--- src/rtl/conv_window_gen_pkg.sv ---
// ============================================================================
//  Module   : conv_pkg
//  Purpose  : Shared types and helpers for the KxK convolution window
//             generator: default window size, window index type, pixel type
//             and the row/column to flat window index mapping.
//  Revision : 1.0 - initial release
// ============================================================================
`default_nettype none

package conv_pkg;

  localparam int K_DEFAULT  = 3;
  localparam int DW_DEFAULT = 9;

  // Flat index into a KxK window (0 .. K*K-1).
  typedef logic [$clog2(K_DEFAULT*K_DEFAULT)-1:0] win_idx_t;

  // One signed padded pixel as produced by the upstream streamer.
  typedef logic signed [DW_DEFAULT-1:0] pix_t;

  // Window layout is row-major: r=0 is the oldest row, c=0 the leftmost column.
  function automatic int win_idx(input int r, input int c, input int k);
    return r * k + c;
  endfunction

endpackage

`default_nettype wire

--- src/rtl/conv_window_gen_if.sv ---
// ============================================================================
//  Module   : conv_window_gen_if
//  Purpose  : Stream bundle of the window generator.
//    in_valid/in_ready/in_data     : upstream padded raster beat
//    out_valid/out_ready/out_win   : downstream KxK window per bank
//    frame_done                    : pulse after the last window of a frame
//  Modports : slave  - the window generator
//             master - the environment (streamer + MAC array side)
//  Revision : 1.0 - initial release
// ============================================================================
`default_nettype none

interface conv_window_gen_if #(
  parameter int N_BANKS = 8,
  parameter int DW      = 9,
  parameter int K       = 3
);
  logic                 in_valid;
  logic                 in_ready;
  logic signed [DW-1:0] in_data [0:N_BANKS-1];
  logic                 out_valid;
  logic                 out_ready;
  logic signed [DW-1:0] out_win [0:N_BANKS-1][0:K*K-1];
  logic                 frame_done;

  modport slave (
    input  in_valid, in_data, out_ready,
    output in_ready, out_valid, out_win, frame_done
  );

  modport master (
    output in_valid, in_data, out_ready,
    input  in_ready, out_valid, out_win, frame_done
  );
endinterface

`default_nettype wire

--- src/rtl/conv_line_buffer.sv ---
// ============================================================================
//  Module   : conv_line_buffer
//  Purpose  : One row of one bank: EXT_W x DW storage with asynchronous read
//             and synchronous write at the same address. Contents are not
//             reset; the window logic never consumes rows it has not filled.
//  Ports    : clk     - clock
//             we_i    - write enable
//             addr_i  - column address (read and write)
//             wdata_i - value written at addr_i on the next edge
//             rdata_o - current value at addr_i
//  Revision : 1.0 - initial release
// ============================================================================
`default_nettype none

module conv_line_buffer
  import conv_pkg::*;
#(
  parameter int EXT_W = 16,
  parameter int DW    = 9
) (
  input  logic                         clk,
  input  logic                         we_i,
  input  logic [$clog2(EXT_W)-1:0]     addr_i,
  input  logic signed [DW-1:0]         wdata_i,
  output logic signed [DW-1:0]         rdata_o
);

  logic signed [DW-1:0] mem_q [EXT_W];

  always_ff @(posedge clk) begin
    if (we_i) begin
      mem_q[addr_i] <= wdata_i;
    end
  end

  // Read returns the pre-write value, which is what the row chain shifts on.
  assign rdata_o = mem_q[addr_i];

endmodule

`default_nettype wire

--- src/rtl/conv_window_gen.sv ---
// ============================================================================
//  Module   : conv_window_gen
//  Purpose  : Turns a zero-padded EXT_W x EXT_W raster (N_BANKS channels per
//             beat) into every fully populated KxK stride-1 window.
//             K-1 line buffers per bank feed a KxK shift-register window;
//             the window register drives out_win directly.
//  Ports    : clk  - clock
//             rst  - synchronous active-high reset
//             bus  - conv_window_gen_if.slave
//                    (in_valid/in_ready/in_data, out_valid/out_ready/out_win,
//                     frame_done)
//  Note     : the interface instance must use the same N_BANKS, DW and K.
//  Revision : 1.0 - initial release
// ============================================================================
`default_nettype none

module conv_window_gen
  import conv_pkg::*;
#(
  parameter int N_BANKS = 8,
  parameter int DW      = 9,
  parameter int EXT_W   = 16,
  parameter int K       = K_DEFAULT
) (
  input  logic              clk,
  input  logic              rst,
  conv_window_gen_if.slave  bus
);

  localparam int             XW        = $clog2(EXT_W);
  localparam logic [XW-1:0]  POS_LAST  = XW'(EXT_W - 1);
  localparam logic [XW-1:0]  WIN_START = XW'(K - 1);

  logic [XW-1:0] x_q, x_d;
  logic [XW-1:0] y_q, y_d;
  logic          out_valid_q, out_valid_d;
  logic          last_pending_q, last_pending_d;
  logic          frame_done_q, frame_done_d;

  logic signed [DW-1:0] win_q [N_BANKS][K*K];
  logic signed [DW-1:0] win_d [N_BANKS][K*K];

  // lb_rd[b][j] holds row y-1-j at column x for bank b.
  logic signed [DW-1:0] lb_rd [N_BANKS][K-1];

  logic in_ready;
  logic in_fire;
  logic out_fire;
  logic win_complete;
  logic last_beat;

  // No skid buffer: a new beat is only taken when the held window leaves.
  assign in_ready     = !out_valid_q || bus.out_ready;
  assign in_fire      = bus.in_valid && in_ready;
  assign out_fire     = out_valid_q && bus.out_ready;
  assign win_complete = (x_q >= WIN_START) && (y_q >= WIN_START);
  assign last_beat    = (x_q == POS_LAST) && (y_q == POS_LAST);

  // --------------------------------------------------------------------------
  // Line buffers: row j is written with what row j-1 held at this column, so
  // one write pulse ages the whole column by a row.
  // --------------------------------------------------------------------------
  for (genvar b = 0; b < N_BANKS; b++) begin : g_bank
    for (genvar j = 0; j < K-1; j++) begin : g_row
      logic signed [DW-1:0] wdata;

      if (j == 0) begin : g_first
        assign wdata = bus.in_data[b];
      end else begin : g_chain
        assign wdata = lb_rd[b][j-1];
      end

      conv_line_buffer #(
        .EXT_W (EXT_W),
        .DW    (DW)
      ) u_lb (
        .clk     (clk),
        .we_i    (in_fire),
        .addr_i  (x_q),
        .wdata_i (wdata),
        .rdata_o (lb_rd[b][j])
      );
    end
  end

  // --------------------------------------------------------------------------
  // Next-state logic
  // --------------------------------------------------------------------------
  always_comb begin
    x_d            = x_q;
    y_d            = y_q;
    out_valid_d    = out_valid_q;
    last_pending_d = last_pending_q;
    frame_done_d   = out_fire && last_pending_q;
    win_d          = win_q;

    if (in_fire) begin
      if (x_q == POS_LAST) begin
        x_d = '0;
        y_d = (y_q == POS_LAST) ? '0 : y_q + 1'b1;
      end else begin
        x_d = x_q + 1'b1;
      end

      // Shift columns left, then load the new rightmost column: oldest row
      // from the deepest line buffer down to the incoming beat at r=K-1.
      for (int b = 0; b < N_BANKS; b++) begin
        for (int r = 0; r < K; r++) begin
          for (int c = 0; c < K-1; c++) begin
            win_d[b][win_idx(r, c, K)] = win_q[b][win_idx(r, c+1, K)];
          end
        end
        for (int r = 0; r < K-1; r++) begin
          win_d[b][win_idx(r, K-1, K)] = lb_rd[b][K-2-r];
        end
        win_d[b][win_idx(K-1, K-1, K)] = bus.in_data[b];
      end
    end

    // A completing beat wins over retiring the old window; this keeps
    // out_valid high across back-to-back windows in the same row.
    if (in_fire && win_complete) begin
      out_valid_d    = 1'b1;
      last_pending_d = last_beat;
    end else if (out_fire) begin
      out_valid_d    = 1'b0;
      last_pending_d = 1'b0;
    end
  end

  // --------------------------------------------------------------------------
  // State registers
  // --------------------------------------------------------------------------
  always_ff @(posedge clk) begin
    if (rst) begin
      x_q            <= '0;
      y_q            <= '0;
      out_valid_q    <= 1'b0;
      last_pending_q <= 1'b0;
      frame_done_q   <= 1'b0;
      win_q          <= '{default: '0};
    end else begin
      x_q            <= x_d;
      y_q            <= y_d;
      out_valid_q    <= out_valid_d;
      last_pending_q <= last_pending_d;
      frame_done_q   <= frame_done_d;
      win_q          <= win_d;
    end
  end

  assign bus.in_ready   = in_ready;
  assign bus.out_valid  = out_valid_q;
  assign bus.out_win    = win_q;
  assign bus.frame_done = frame_done_q;

endmodule

`default_nettype wire

--- src/flat_wrapper.sv ---
// flat-port wrapper written by rule: the top's interface ports become plain ports
module conv_window_gen_flat import conv_pkg::*;
#(
  parameter int N_BANKS = 8,
  parameter int DW      = 9,
  parameter int EXT_W   = 16,
  parameter int K       = K_DEFAULT
)
  (clk, rst, bus_in_valid, bus_in_data, bus_out_ready, bus_in_ready, bus_out_valid, bus_out_win, bus_frame_done);
  conv_window_gen_if #(.N_BANKS(N_BANKS), .DW(DW), .K(K)) bus_i ();
  input  logic clk;
  input  logic rst;
  input wire logic [$bits(bus_i.in_valid)-1:0] bus_in_valid;
  input wire logic [$bits(bus_i.in_data)-1:0] bus_in_data;
  input wire logic [$bits(bus_i.out_ready)-1:0] bus_out_ready;
  output wire logic [$bits(bus_i.in_ready)-1:0] bus_in_ready;
  output wire logic [$bits(bus_i.out_valid)-1:0] bus_out_valid;
  output wire logic [$bits(bus_i.out_win)-1:0] bus_out_win;
  output wire logic [$bits(bus_i.frame_done)-1:0] bus_frame_done;
  assign bus_i.in_valid = bus_in_valid;
  assign bus_i.in_data = {>>{bus_in_data}};
  assign bus_i.out_ready = bus_out_ready;
  assign bus_in_ready = bus_i.in_ready;
  assign bus_out_valid = bus_i.out_valid;
  assign bus_out_win = {>>{bus_i.out_win}};
  assign bus_frame_done = bus_i.frame_done;
  conv_window_gen #(.N_BANKS(N_BANKS), .DW(DW), .EXT_W(EXT_W), .K(K)) u_core (.clk(clk), .rst(rst), .bus(bus_i));
endmodule
--- config.mk ---
export PLATFORM = sky130hd
export DESIGN_NAME = conv_window_gen_flat
export DESIGN_NICKNAME = d
export VERILOG_FILES = /design/src/rtl/conv_window_gen_pkg.sv /design/src/rtl/conv_window_gen_if.sv /design/src/rtl/conv_line_buffer.sv /design/src/rtl/conv_window_gen.sv /design/src/flat_wrapper.sv
export SDC_FILE = /design/constraint.sdc
export NUM_CORES = 2
export LEC_CHECK = 0
export CELL_PAD_IN_SITES_DETAIL_PLACEMENT = 0
export CELL_PAD_IN_SITES_GLOBAL_PLACEMENT = 1
export CORE_ASPECT_RATIO = 0.9
export CORE_MARGIN = 3
export CORE_UTILIZATION = 35
export CTS_BUF_LIST = sky130_fd_sc_hd__clkbuf_16
export DETAILED_ROUTE_END_ITERATION = 10
export HOLD_SLACK_MARGIN = 0.03
export PLACE_DENSITY_LB_ADDON = 0.1
export SYNTH_ARGS = -nofsm -noshare
export SYNTH_HDL_FRONTEND = slang
export SYNTH_SLANG_ARGS = --single-unit
--- constraint.sdc ---
create_clock -name clk -period 41.7 [get_ports clk]
set_input_delay 8.34 -clock clk [delete_from_list [all_inputs] [get_ports clk]]
set_output_delay 8.34 -clock clk [all_outputs]
set_load 0.01 [all_outputs]
==> impl_metrics.ini <==
[placement]
io_buffers = 726
dp_hpwl_mm = 198.6
gp_congestion = 0.7700
dp_cells = 11392
postPlaceCellArea_mm2 = 0.1224

[worst_setup_path]
crit_top_cell = clkdlybuf4s50_1
cpPeakStageDelay_ns = 0.62
crit_slowest_cell = clkdlybuf4s50_1
crit_buf_inv = 3
path_max_fanout = 37
path_cells = clkdlybuf4s50_1 -> nor2b_1 -> inv_4 -> clkdlybuf4s50_1
cp.arrival_ns = 10.15
cp-start-kind = input pin
required_ns = 33.36
critical-path-top-delay-family = buffers and inverters
end_kind = primary output
critPathKind = in2out

[layout]
nets = 7684
instances_no_fill = 12001
stdcell_area_mm2 = 0.1324
nFillCells = 28003
drive_above_1_share = 0.1204
area_delta_synth_final_pct = 20.02
final_common_cell = edfxtp_1
final_cell_mix = 2304 x edfxtp_1, 1015 x nand2_1, 724 x clkdlybuf4s50_1

[yosys]
ys_types = 46
syn_area_per_cell_um2 = 16.17
yosys_warnings = 0
ys.flop_type = edfxtp_1
synth_cells = 6822
syn-num-nets = 6904
async_reset_ff_frac = 0
syn_area_mm2 = 0.1103
synth_seq_cells = 2967
synth_edf_count = 2304
synth_seq_area_share = 0.7477

[run]
cap_viol_max_count = 0

[global_routing]
grt-ovfl-total = 0
antenna_found_initial = 26
grt.total_usage = 0.2132
grt_start_max_net_pins = 188
grt_pass1_vias = 62512
grt_pass1_wl_mm = 491.6

[detailed_routing]
viasPerCell = 5.250
wirelength_mm = 353.1
num_vias = 63005
drtIter0Drc = 6164
routedWlPerCell_um = 29.42
dr.pass1.iters = 8
drc = 0
final_antenna_net_count = 0

[cts]
clk_pin_slew_ns = 0.06
htreeDepth = 5
numClockSinks = 2967
ctsHoldBuffers = 0
cts_buffers = 324
cts_tree = yes
clockRootBuffer = clkbuf_16
post_cts_buffers = 0
ctsResizeCount = 0
clk_latency_ns = 0.91
cts_buffer_depth = 4

[floorplanning]
top_level_ports = 727
die-area_mm2 = 0.3219
core_mm2 = 0.3119
start_util = 0.3536
die_h_um = 538.5
die_x_um = 597.7
row_count = 194

[power]
max-vdd-ir-drop_v = 0.00003072
leakage_uw = 0.04195
power_density_mw_per_mm2 = 49.49

[timing]
hold_slack_ns = 0.4449
finalSetupViolCount = 0
worst_pin_slew_ns = 1.337
finClkSkew_ns = 0.03532
period_share = 0.4434
fin_tns_setup_ns = 0
hold_violations = 0
drv_slew = 0
rsz0062_at_grt = false
slew_headroom = 0.1034
min_period_ns = 18.49
fmax_mhz = 54.09

[hold_path]
hp-class = reg2reg

[status]
status = complete, no violations
## worst reg2reg max path, stage by stage (launching register included)
cell and delay (ns):
dfxtp_1 0.35, nor2b_1 0.40, inv_4 0.31, nand2_4 0.49, buf_4 0.79, buf_4 0.78, buf_4 0.99, buf_4 0.83
nand2_1 0.22, a21oi_1 0.16
## cell usage after synthesis (73+ instances only)
master / n / share of area
nand2_1: 1016 / 0.035
dfxtp_1: 663 / 0.12
mux4_2: 270 / 0.055
a211oi_1: 73 / 0.0050
edfxtp_1: 2304 / 0.63
buf_2: 162 / 0.0074
clkbuf_1: 233 / 0.0079
a21oi_1: 582 / 0.026
o22ai_1: 132 / 0.0075
nor2_1: 167 / 0.0057
mux2i_1: 636 / 0.058
nor3_1: 78 / 0.0035
## area by class of cell
class	instances	area [µm²]	area share
Sequential cell	2967	82480	0.6232
Multi-Input combinational cell	3392	25970	0.1962
Inverter	5	21.27	0.0001607
Clock inverter	264	1556	0.01176
Clock buffer	334	8358	0.06315
Timing Repair Buffer	912	8791	0.06642
Antenna cell	11	27.53	0.0002080
Tap cell	4116	5150	0.03891
## power by group
| part | total [µW] | leakage, µW | switching, µW | internal (µW) |
|---|---|---|---|---|
| Sequential | 3340 | 0.0262 | 50.7 | 3290 |
| Clock | 2700 | 0.00518 | 1170 | 1530 |
| Combinational | 514 | 0.0105 | 327 | 187 |
## cell families after synthesis
kind of cell               after synthesis  share of synthesized area
adders and majority gates                6                  0.0006807
AOI/OAI and AO/OA                     1155                    0.06643
DFF                                   2967                     0.7477
xor gates and xnor gates                 4                  0.0003177
buffers and inverters                  463                    0.02022
muxes                                  930                     0.1186
and+or+nand+nor                       1297                    0.04605
## worst paths after layout
check | from | end | slack (ns) | cells after the start
max | bus_out_ready | bus_in_ready | 23.21 | 4
min | u_core.bus.out_win[311] | u_core.bus.out_win[320] | 0.44 | 2
max reg2reg | u_core.bus.out_valid | u_core.bus.out_win[18] | 36.30 | 9
min reg2reg | u_core.bus.out_win[311] | u_core.bus.out_win[320] | 0.44 | 2
## registers in the layout, indices dropped and copies added (netlist names), named ones only
signal                          flops
u_core.bus.frame_done               1
u_core.bus.out_valid                1
u_core.bus.out_win                648
u_core.g_bank.g_row.u_lb.mem_q   2304
u_core.last_pending_q               1
u_core.x_q                          4
u_core.y_q                          4
## through the flow
stage	utilization	worst slack [ns]	total power, µW
3_3_place_gp	0.3925	23.14	3913
4_1_cts	0.4243	23.15	6636
6_report	0.4244	23.21	6550
3_5_place_dp	0.3925	23.14	3922
5_1_grt	0.4243	23.12	6782
2_1_floorplan	-	21.82	3650
## metal layers
layer  global-route usage  wire [µm]
met5                    0         47
met3              0.03381      20340
met4              0.06587      10930
met1               0.2961     154900
met2               0.3435     166800
(Power assumes the default switching activity.)
